<file path="config.mk">
export PLATFORM = sky130hd
export DESIGN_NAME = sp_sync_ctrl
export DESIGN_NICKNAME = d
export VERILOG_FILES = /design/src/rtl/sp_pkg.sv /design/src/rtl/sp_shift_phase.sv /design/src/rtl/sp_sync_ctrl.sv
export SDC_FILE = /design/constraint.sdc
export NUM_CORES = 1
export LEC_CHECK = 0
export CORE_ASPECT_RATIO = 1.1
export CORE_MARGIN = 1
export CORE_UTILIZATION = 59
export CTS_CLUSTER_DIAMETER = 50
export DETAILED_ROUTE_END_ITERATION = 10
export PLACE_DENSITY = 0.95
export SLEW_MARGIN = 40
export SYNTH_ARGS = -nofsm -noshare
export SYNTH_HDL_FRONTEND = slang
export SYNTH_SLANG_ARGS = --single-unit
export TNS_END_PERCENT = 20
</file>
<file path="constraint.sdc">
create_clock -name clk_32f -period 3.3 [get_ports clk_32f]
set_input_delay 0.495 -clock clk_32f [delete_from_list [all_inputs] [get_ports clk_32f]]
set_output_delay 0.495 -clock clk_32f [all_outputs]
set_load 0.01 [all_outputs]
</file>
<file path="src/rtl/sp_pkg.sv">
// Shared types and constants for the PCI lane sync controller.
package sp_pkg;

    localparam logic [7:0] COMMA_BC = 8'hBC;
    localparam int         BCW      = 3;

    typedef enum logic [1:0] {
        HUNT   = 2'd0,
        CHECK  = 2'd1,
        LOCKED = 2'd2
    } sp_state_e;

endpackage

</file>
<file path="src/rtl/sp_shift_phase.sv">
// Serial shift register and bit-phase counter that stands in
// for the separate byte clock.
module sp_shift_phase
    import sp_pkg::*;
(
    input  logic       clk_i,
    input  logic       rst_ni,
    input  logic       data_i,
    input  logic       clr_i,
    output logic [7:0] nxt_o,
    output logic       boundary_o
);

    logic [7:0]     sr_q;
    logic [BCW-1:0] bit_cnt_q;

    assign nxt_o      = {sr_q[6:0], data_i};
    assign boundary_o = (bit_cnt_q == '1);

    always_ff @(posedge clk_i or negedge rst_ni) begin
        if (!rst_ni) begin
            sr_q      <= '0;
            bit_cnt_q <= '0;
        end else begin
            sr_q <= nxt_o;
            if (clr_i) begin
                bit_cnt_q <= '0;
            end else begin
                bit_cnt_q <= bit_cnt_q + 1'b1;
            end
        end
    end

endmodule

</file>
<file path="src/rtl/sp_sync_ctrl.sv">
// Comma-hunting byte aligner and lane-sync FSM on the bit clock.
// Emits aligned data bytes with a valid flag and a byte strobe.
module sp_sync_ctrl
    import sp_pkg::*;
#(
    parameter logic [7:0] COMMA   = COMMA_BC,
    parameter int         N_LOCK  = 4,
    parameter int         MAX_GAP = 64
) (
    input  logic                        clk_32f,
    input  logic                        reset,
    input  logic                        data_in,
    output logic [7:0]                  data_out,
    output logic                        valid_out,
    output logic                        active,
    output logic                        byte_tick,
    output logic [$clog2(N_LOCK+1)-1:0] comma_cnt_o
);

    localparam int CW = $clog2(N_LOCK + 1);
    localparam int GW = (MAX_GAP > 0) ? $clog2(MAX_GAP + 1) : 1;

    sp_state_e   state_q, state_d;
    logic [CW-1:0] comma_q, comma_d;
    logic [GW-1:0] gap_q, gap_d;
    logic [7:0]  data_q, data_d;
    logic        valid_q, valid_d;
    logic        tick_q, tick_d;

    logic [7:0]  nxt;
    logic        boundary;
    logic        clr;
    logic        is_comma;

    sp_shift_phase u_phase (
        .clk_i      (clk_32f),
        .rst_ni     (reset),
        .data_i     (data_in),
        .clr_i      (clr),
        .nxt_o      (nxt),
        .boundary_o (boundary)
    );

    assign is_comma = (nxt == COMMA);

    always_comb begin
        state_d = state_q;
        comma_d = comma_q;
        gap_d   = gap_q;
        data_d  = data_q;
        valid_d = valid_q;
        tick_d  = 1'b0;
        clr     = 1'b0;
        unique case (state_q)
            HUNT: begin
                if (is_comma) begin
                    clr     = 1'b1;
                    comma_d = CW'(1);
                    gap_d   = '0;
                    state_d = (N_LOCK == 1) ? LOCKED : CHECK;
                end
            end
            CHECK: begin
                if (boundary) begin
                    tick_d = 1'b1;
                    if (is_comma) begin
                        comma_d = comma_q + 1'b1;
                        if (comma_q == CW'(N_LOCK - 1)) begin
                            state_d = LOCKED;
                            gap_d   = '0;
                        end
                    end else begin
                        state_d = HUNT;
                        comma_d = '0;
                    end
                end
            end
            LOCKED: begin
                if (boundary) begin
                    tick_d = 1'b1;
                    if (is_comma) begin
                        valid_d = 1'b0;
                        gap_d   = '0;
                    end else if (MAX_GAP != 0 &&
                                 int'(gap_q) + 1 == MAX_GAP) begin
                        // Sync lost: drop the byte, restart hunt
                        state_d = HUNT;
                        valid_d = 1'b0;
                        comma_d = '0;
                    end else begin
                        data_d  = nxt;
                        valid_d = 1'b1;
                        if (gap_q != '1) begin
                            gap_d = gap_q + 1'b1;
                        end
                    end
                end
            end
            default: begin
                state_d = HUNT;
            end
        endcase
    end

    always_ff @(posedge clk_32f or negedge reset) begin
        if (!reset) begin
            state_q <= HUNT;
            comma_q <= '0;
            gap_q   <= '0;
            data_q  <= '0;
            valid_q <= 1'b0;
            tick_q  <= 1'b0;
        end else begin
            state_q <= state_d;
            comma_q <= comma_d;
            gap_q   <= gap_d;
            data_q  <= data_d;
            valid_q <= valid_d;
            tick_q  <= tick_d;
        end
    end

    assign data_out    = data_q;
    assign valid_out   = valid_q;
    assign active      = (state_q == LOCKED);
    assign byte_tick   = tick_q;
    assign comma_cnt_o = comma_q;

endmodule

</file>
== After elaboration in Yosys (flattened, before gate mapping) ==
Cells that the tools add are included.

* Logic and storage cells: 70
* Input bits: 3
* Flip-flop bits (word level): 32

* Eq/ne operators: 17
* Bitwise operators: 2
* Add/subtract/negate cells: 4
* Reduce and logical (&&, ||, !) cells: 8
* Multiplexer cells: 31

{| class="wikitable"
|+ Operators by type and width
! kind !! count
|-
| $mux W7 || 8
|-
| $mux W3 || 7
|-
| $pmux W7 S3 || 1
|-
| $mux W2 || 7
|-
| $reduce_and A6 Y1 || 2
|-
| $ne A2 B2 Y1 const B || 5
|-
| $pmux W3 S3 || 1
|-
| $add A7 B1 Y8 const B || 1
|-
| $eq A8 B7 Y1 const B || 1
|-
| $eq A8 B8 Y1 const B || 1
|-
| $reduce_and A8 Y1 || 1
|-
| $add A7 B1 Y7 const B || 1
|-
| $ne A7 B7 Y1 const B || 1
|-
| $add A3 B1 Y3 const B || 2
|-
| $mux W1 || 6
|-
| $ne A3 B3 Y1 const B || 2
|-
| $pmux W2 S3 || 1
|-
| $ne A2 B1 Y1 const B || 2
|-
| $reduce_and A4 Y1 || 1
|-
| $eq A3 B2 Y1 const B || 1
|-
| $eq A3 B3 Y1 const B || 1
|-
| $ne A3 B1 Y1 const B || 1
|-
| $reduce_bool A3 Y1 || 1
|-
| $eq A2 B1 Y1 const B || 1
|-
| other kinds (5) || 6
|}

== Longest topological paths before layout ==
* Depth in word-level cells: 6
* Depth in mapped cells: 9
* Depth with buffers taken out: 7

== By module ==
From an unflattened synthesis, not the netlist that was laid out.

* Cell total of the unflattened synthesis: 139
* Area total of the unflattened synthesis: 1546.5 µm²

{| class="wikitable"
|+ By module, submodules not included
! module !! cells an instance !! instances !! area an instance (µm²)
|-
| sp_sync_ctrl || 123 || 1 || 1247.4
|-
| sp_shift_phase || 16 || 1 || 299.0
|}

== Worst setup path before layout ==
OpenSTA, ideal clock, no wires.

* Path kind: reg2reg
* From: register state_q[0]
* To: register comma_q[0], in the netlist comma_cnt_o[0]
* Slack: 1344 ps
* Arrival: 1831 ps
* Stages on the path, launching flop included: 8
* Cell sequence: dfrtp_1 -> inv_1 -> ha_1 -> inv_1 -> or4_1 -> a21boi_1 -> a21oi_2 -> mux2_4

* Longest elaborated chain between the ends: 3
* Elaborated cells between the ends (all ways): 11
* Classes of those cells: eq/ne: 7; mux: 1; reduce/logical: 3

{| class="wikitable"
|+ RTL lines
! what !! line !! source
|-
| from (decl) || sp_sync_ctrl.sv:23 || <nowiki>sp_state_e state_q, state_d;</nowiki>
|-
| from (signal assigned) || sp_sync_ctrl.sv:114 || <nowiki>state_q <= state_d;</nowiki>
|-
| $eq A2 B1 Y1 (tied with other cells) || sp_sync_ctrl.sv:54 || <nowiki>unique case (state_q)</nowiki>
|-
| $ne A2 B2 Y1 (no line) (tied with other cells) || - ||
|-
| $reduce_and A6 Y1 (no line) || - ||
|-
| to (signal assigned) || sp_sync_ctrl.sv:115 || <nowiki>comma_q <= comma_d;</nowiki>
|-
| to (decl) || sp_sync_ctrl.sv:24 || <nowiki>logic [CW-1:0] comma_q, comma_d;</nowiki>
|}

Several ways; a longest one is shown, not always the timed one.
A chain may end at the register's enable or synchronous reset.

== Worst setup path after layout ==
* From: register state_q[0]
* To: output port active

* Longest elaborated chain between the ends: 1

{| class="wikitable"
|+ RTL lines
! what !! line !! source
|-
| $eq A2 B2 Y1 || sp_sync_ctrl.sv:125 || <nowiki>assign active = (state_q == LOCKED);</nowiki>
|-
| to (decl) || sp_sync_ctrl.sv:15 || <nowiki>output logic active,</nowiki>
|}

Every way passes these cells.

==> impl_metrics.py <==
metrics = {
    "run_status": {
        "status": "complete, no violations",
    },
    "clock_tree": {
        "cts_setup_buffers": 0,
        "postCtsResizedCells": 0,
        "numCtsBuffers": 5,
        "cts_root_buf": "clkbuf_4",
        "clk_latency_ns": 0.33,
        "path_clk_slew_ns": 0.09,
        "holdBufCountCts": 0,
        "tritoncts": "yes",
        "clock-sinks": 32,
        "cts_buffer_depth": 2,
        "htreeDepth": 2,
    },
    "layout": {
        "multi_input_area_um2": 680.7,
        "area.growth.synth_to_final_pct": 15.16,
        "nets": 166,
        "drive_gt1_share_pct": 16.13,
        "layout_commonest_cell": "dfrtp_1",
        "register_area_um2": 800.8,
        "diodes": 0,
        "layout_common_cells": "dfrtp_1 (32), clkdlybuf4s50_1 (16), nand2_1 (12), inv_1 (9)",
        "post-route-util_pct": 71.51,
        "postLayoutCellArea_um2": 1768,
        "fill_cells": 184,
        "finalNonFillerCells": 186,
    },
    "timing": {
        "slew_viol_final": 0,
        "max_freq_mhz": 445.5,
        "tns_ns": 0,
        "rsz0062_at_grt": "false",
        "finalHoldViolCount": 0,
        "worst_pin_slew_ns": 0.5131,
        "setup_viol": 0,
        "fin_crit_ns": 2.245,
        "period_share_pct": 68.02,
        "fin_hold_ws_ns": 0.4023,
        "skew_ns": 0.009573,
        "relSlewSlack_pct": 65.79,
    },
    "critical_path": {
        "crit_slowest_cell": "clkdlybuf4s50_1",
        "arrival_ns": 1.75,
        "criticalPathCategory": "reg2out",
        "required_ns": 2.80,
        "max_stage_delay_ns": 0.59,
        "path_max_fanout": 8,
        "crit_path_end_kind": "primary output",
        "worst_setup_path_start_kind": "register",
        "cp_cell_sequence": "inv_1 -> ha_1 -> clkdlybuf4s50_1",
    },
    "synthesis": {
        "synth-edff-count": 0,
        "synth_mux_area_share_pct": 8.802,
        "synth_cell_type_count": 38,
        "synthesis.nets": 145,
        "synth.avg_cell_area_um2": 11.46,
        "synth_ff_type": "dfrtp_1",
        "ys_ff_latch": 32,
        "synth-simple-area-share_pct": 17.03,
        "synthAdderAreaFrac_pct": 6.520,
        "synth_top_family_by_area": "simple AND/OR/NAND/NOR gates",
        "async_flop_share_pct": 100.0,
        "seq_area_frac_synth_pct": 52.16,
        "yosys_warnings": 0,
        "synth-compound-area-share_pct": 11.98,
        "synthXorXnorAreaFrac_pct": 0,
        "syn_area_um2": 1535,
        "syn_inst": 134,
    },
    "route": {
        "wl_mm": 3.009,
        "first_pass_iters": 4,
        "routed_via_density": 6.016,
        "initialDrtViolationCount": 47,
        "route.detailed.drc": 0,
        "dr_total_vias": 1119,
        "ant_nets": 0,
        "post_drt_wl_per_cell_um": 16.18,
    },
    "worst_hold_path": {
        "hold_path_class": "reg2reg",
    },
    "global_routing": {
        "grt_overflow": 0,
        "gr-usage-all-layers_pct": 26.43,
        "grt_max_degree": 33,
        "grt_first_pass_wirelength_mm": 5.319,
        "antenna_found_initial": 0,
        "grt_pass1_vias": 1136,
    },
    "placed_design": {
        "placed_cells": 179,
        "gp_congestion": 0.8677,
        "io_buffers": 16,
        "place_area_um2": 1722,
        "post-dp-hpwl_mm": 2.170,
    },
    "floorplanning": {
        "core.rowCount": 19,
        "die_width_um": 50.64,
        "die_y_um": 55.50,
        "boundaryPins": 17,
        "die_area_um2": 2810,
        "core_um2": 2472,
        "start_util_pct": 62.10,
    },
    "power": {
        "pwr_density_cell_nw_per_um2": 460.6,
        "p_leak_nw": 0.7903,
        "ir_drop_mv": 0.4198,
    },
    "job": {
        "cap_violations": 0,
    },
}
[critical path, delay by kind of cell, from the launching register on]
| family | cells | cell delay, ns |
|---|---|---|
| buffers and inverters | 2 | 0.68 |
| flip-flops | 1 | 0.41 |
| adder cells (fa/ha/maj) | 1 | 0.32 |
[cells in the mapped netlist (3+ instances only)]
cell type	n	area, µm²
nand3_1	4	20.02
o22a_1	3	26.28
nand2_1	12	45.04
nor3_1	3	15.01
and2_1	4	25.02
a21oi_1	5	25.02
or3_1	4	25.02
dfrtp_1	32	800.8
a31oi_1	3	18.77
inv_1	9	33.78
mux2_2	8	90.09
ha_1	8	100.1
mux2i_1	3	30.03
nor2_1	6	22.52
[final timing paths]
path	endpoint	slack, ns	start	cells past startpoint
max	active	1.06	state_q[0]	3
min	u_phase.sr_q[6]	0.40	u_phase.sr_q[5]	0
max reg2reg	comma_cnt_o[0]	1.08	state_q[1]	7
min reg2reg	u_phase.sr_q[6]	0.40	u_phase.sr_q[5]	0
max in group asynchronous	gap_q[4]	2.46	reset	2
min in group asynchronous	gap_q[1]	0.54	reset	2
[through the flow]
stage | power, mW | setup slack, ns
floorplan | 0.5557 | 1.344
global placement | 0.6069 | 0.7956
detailed placement | 0.6203 | 0.7133
CTS | 0.8209 | 1.053
global route | 0.8609 | 0.9389
finish | 0.8144 | 1.055
[cell type report]
type	count	area share, %
clock inverter	1	0.2831
sequential	32	45.29
clock buffer	6	2.335
timing repair buffer	17	9.483
inverter	9	1.911
multi-input combinational	90	38.50
tap	31	2.194
[routing by layer]
| layer | vias up | part of all wire (%) | GRT usage, % | wire [µm] |
|---|---|---|---|---|
| met5 | - | 0 | 0 | 0 |
| met4 | 0 | 1.8 | 12.30 | 55 |
| met3 | 6 | 4.7 | 9.091 | 140 |
| met2 | 30 | 51 | 41.52 | 1522 |
| met1 | 554 | 43 | 32.45 | 1291 |
| li1 | 529 | - | - | - |
[cells by family after synthesis]
| logic type | Yosys count |
|---|---|
| AO/OA/AOI/OAI | 24 |
| adder cells (fa/ha/maj) | 8 |
| buffers and inverters | 12 |
| flip-flops | 32 |
| multiplexers | 12 |
| AND/OR/NAND/NOR | 46 |
[state kept, by name, indices dropped and copies added (netlist names)]
| name | flops |
|---|---|
| u_phase.bit_cnt_q | 3 |
| state_q | 2 |
| byte_tick | 1 |
| data_out | 8 |
| valid_out | 1 |
| u_phase.sr_q | 7 |
| gap_q | 7 |
| comma_cnt_o | 3 |
[power breakdown]
part,leakage (nW),switching [mW],internal (mW)
Combinational,0.352,0.0760,0.0767
Clock,0.0281,0.125,0.0783
Sequential,0.410,0.0275,0.430
(Power assumes the default switching activity.)
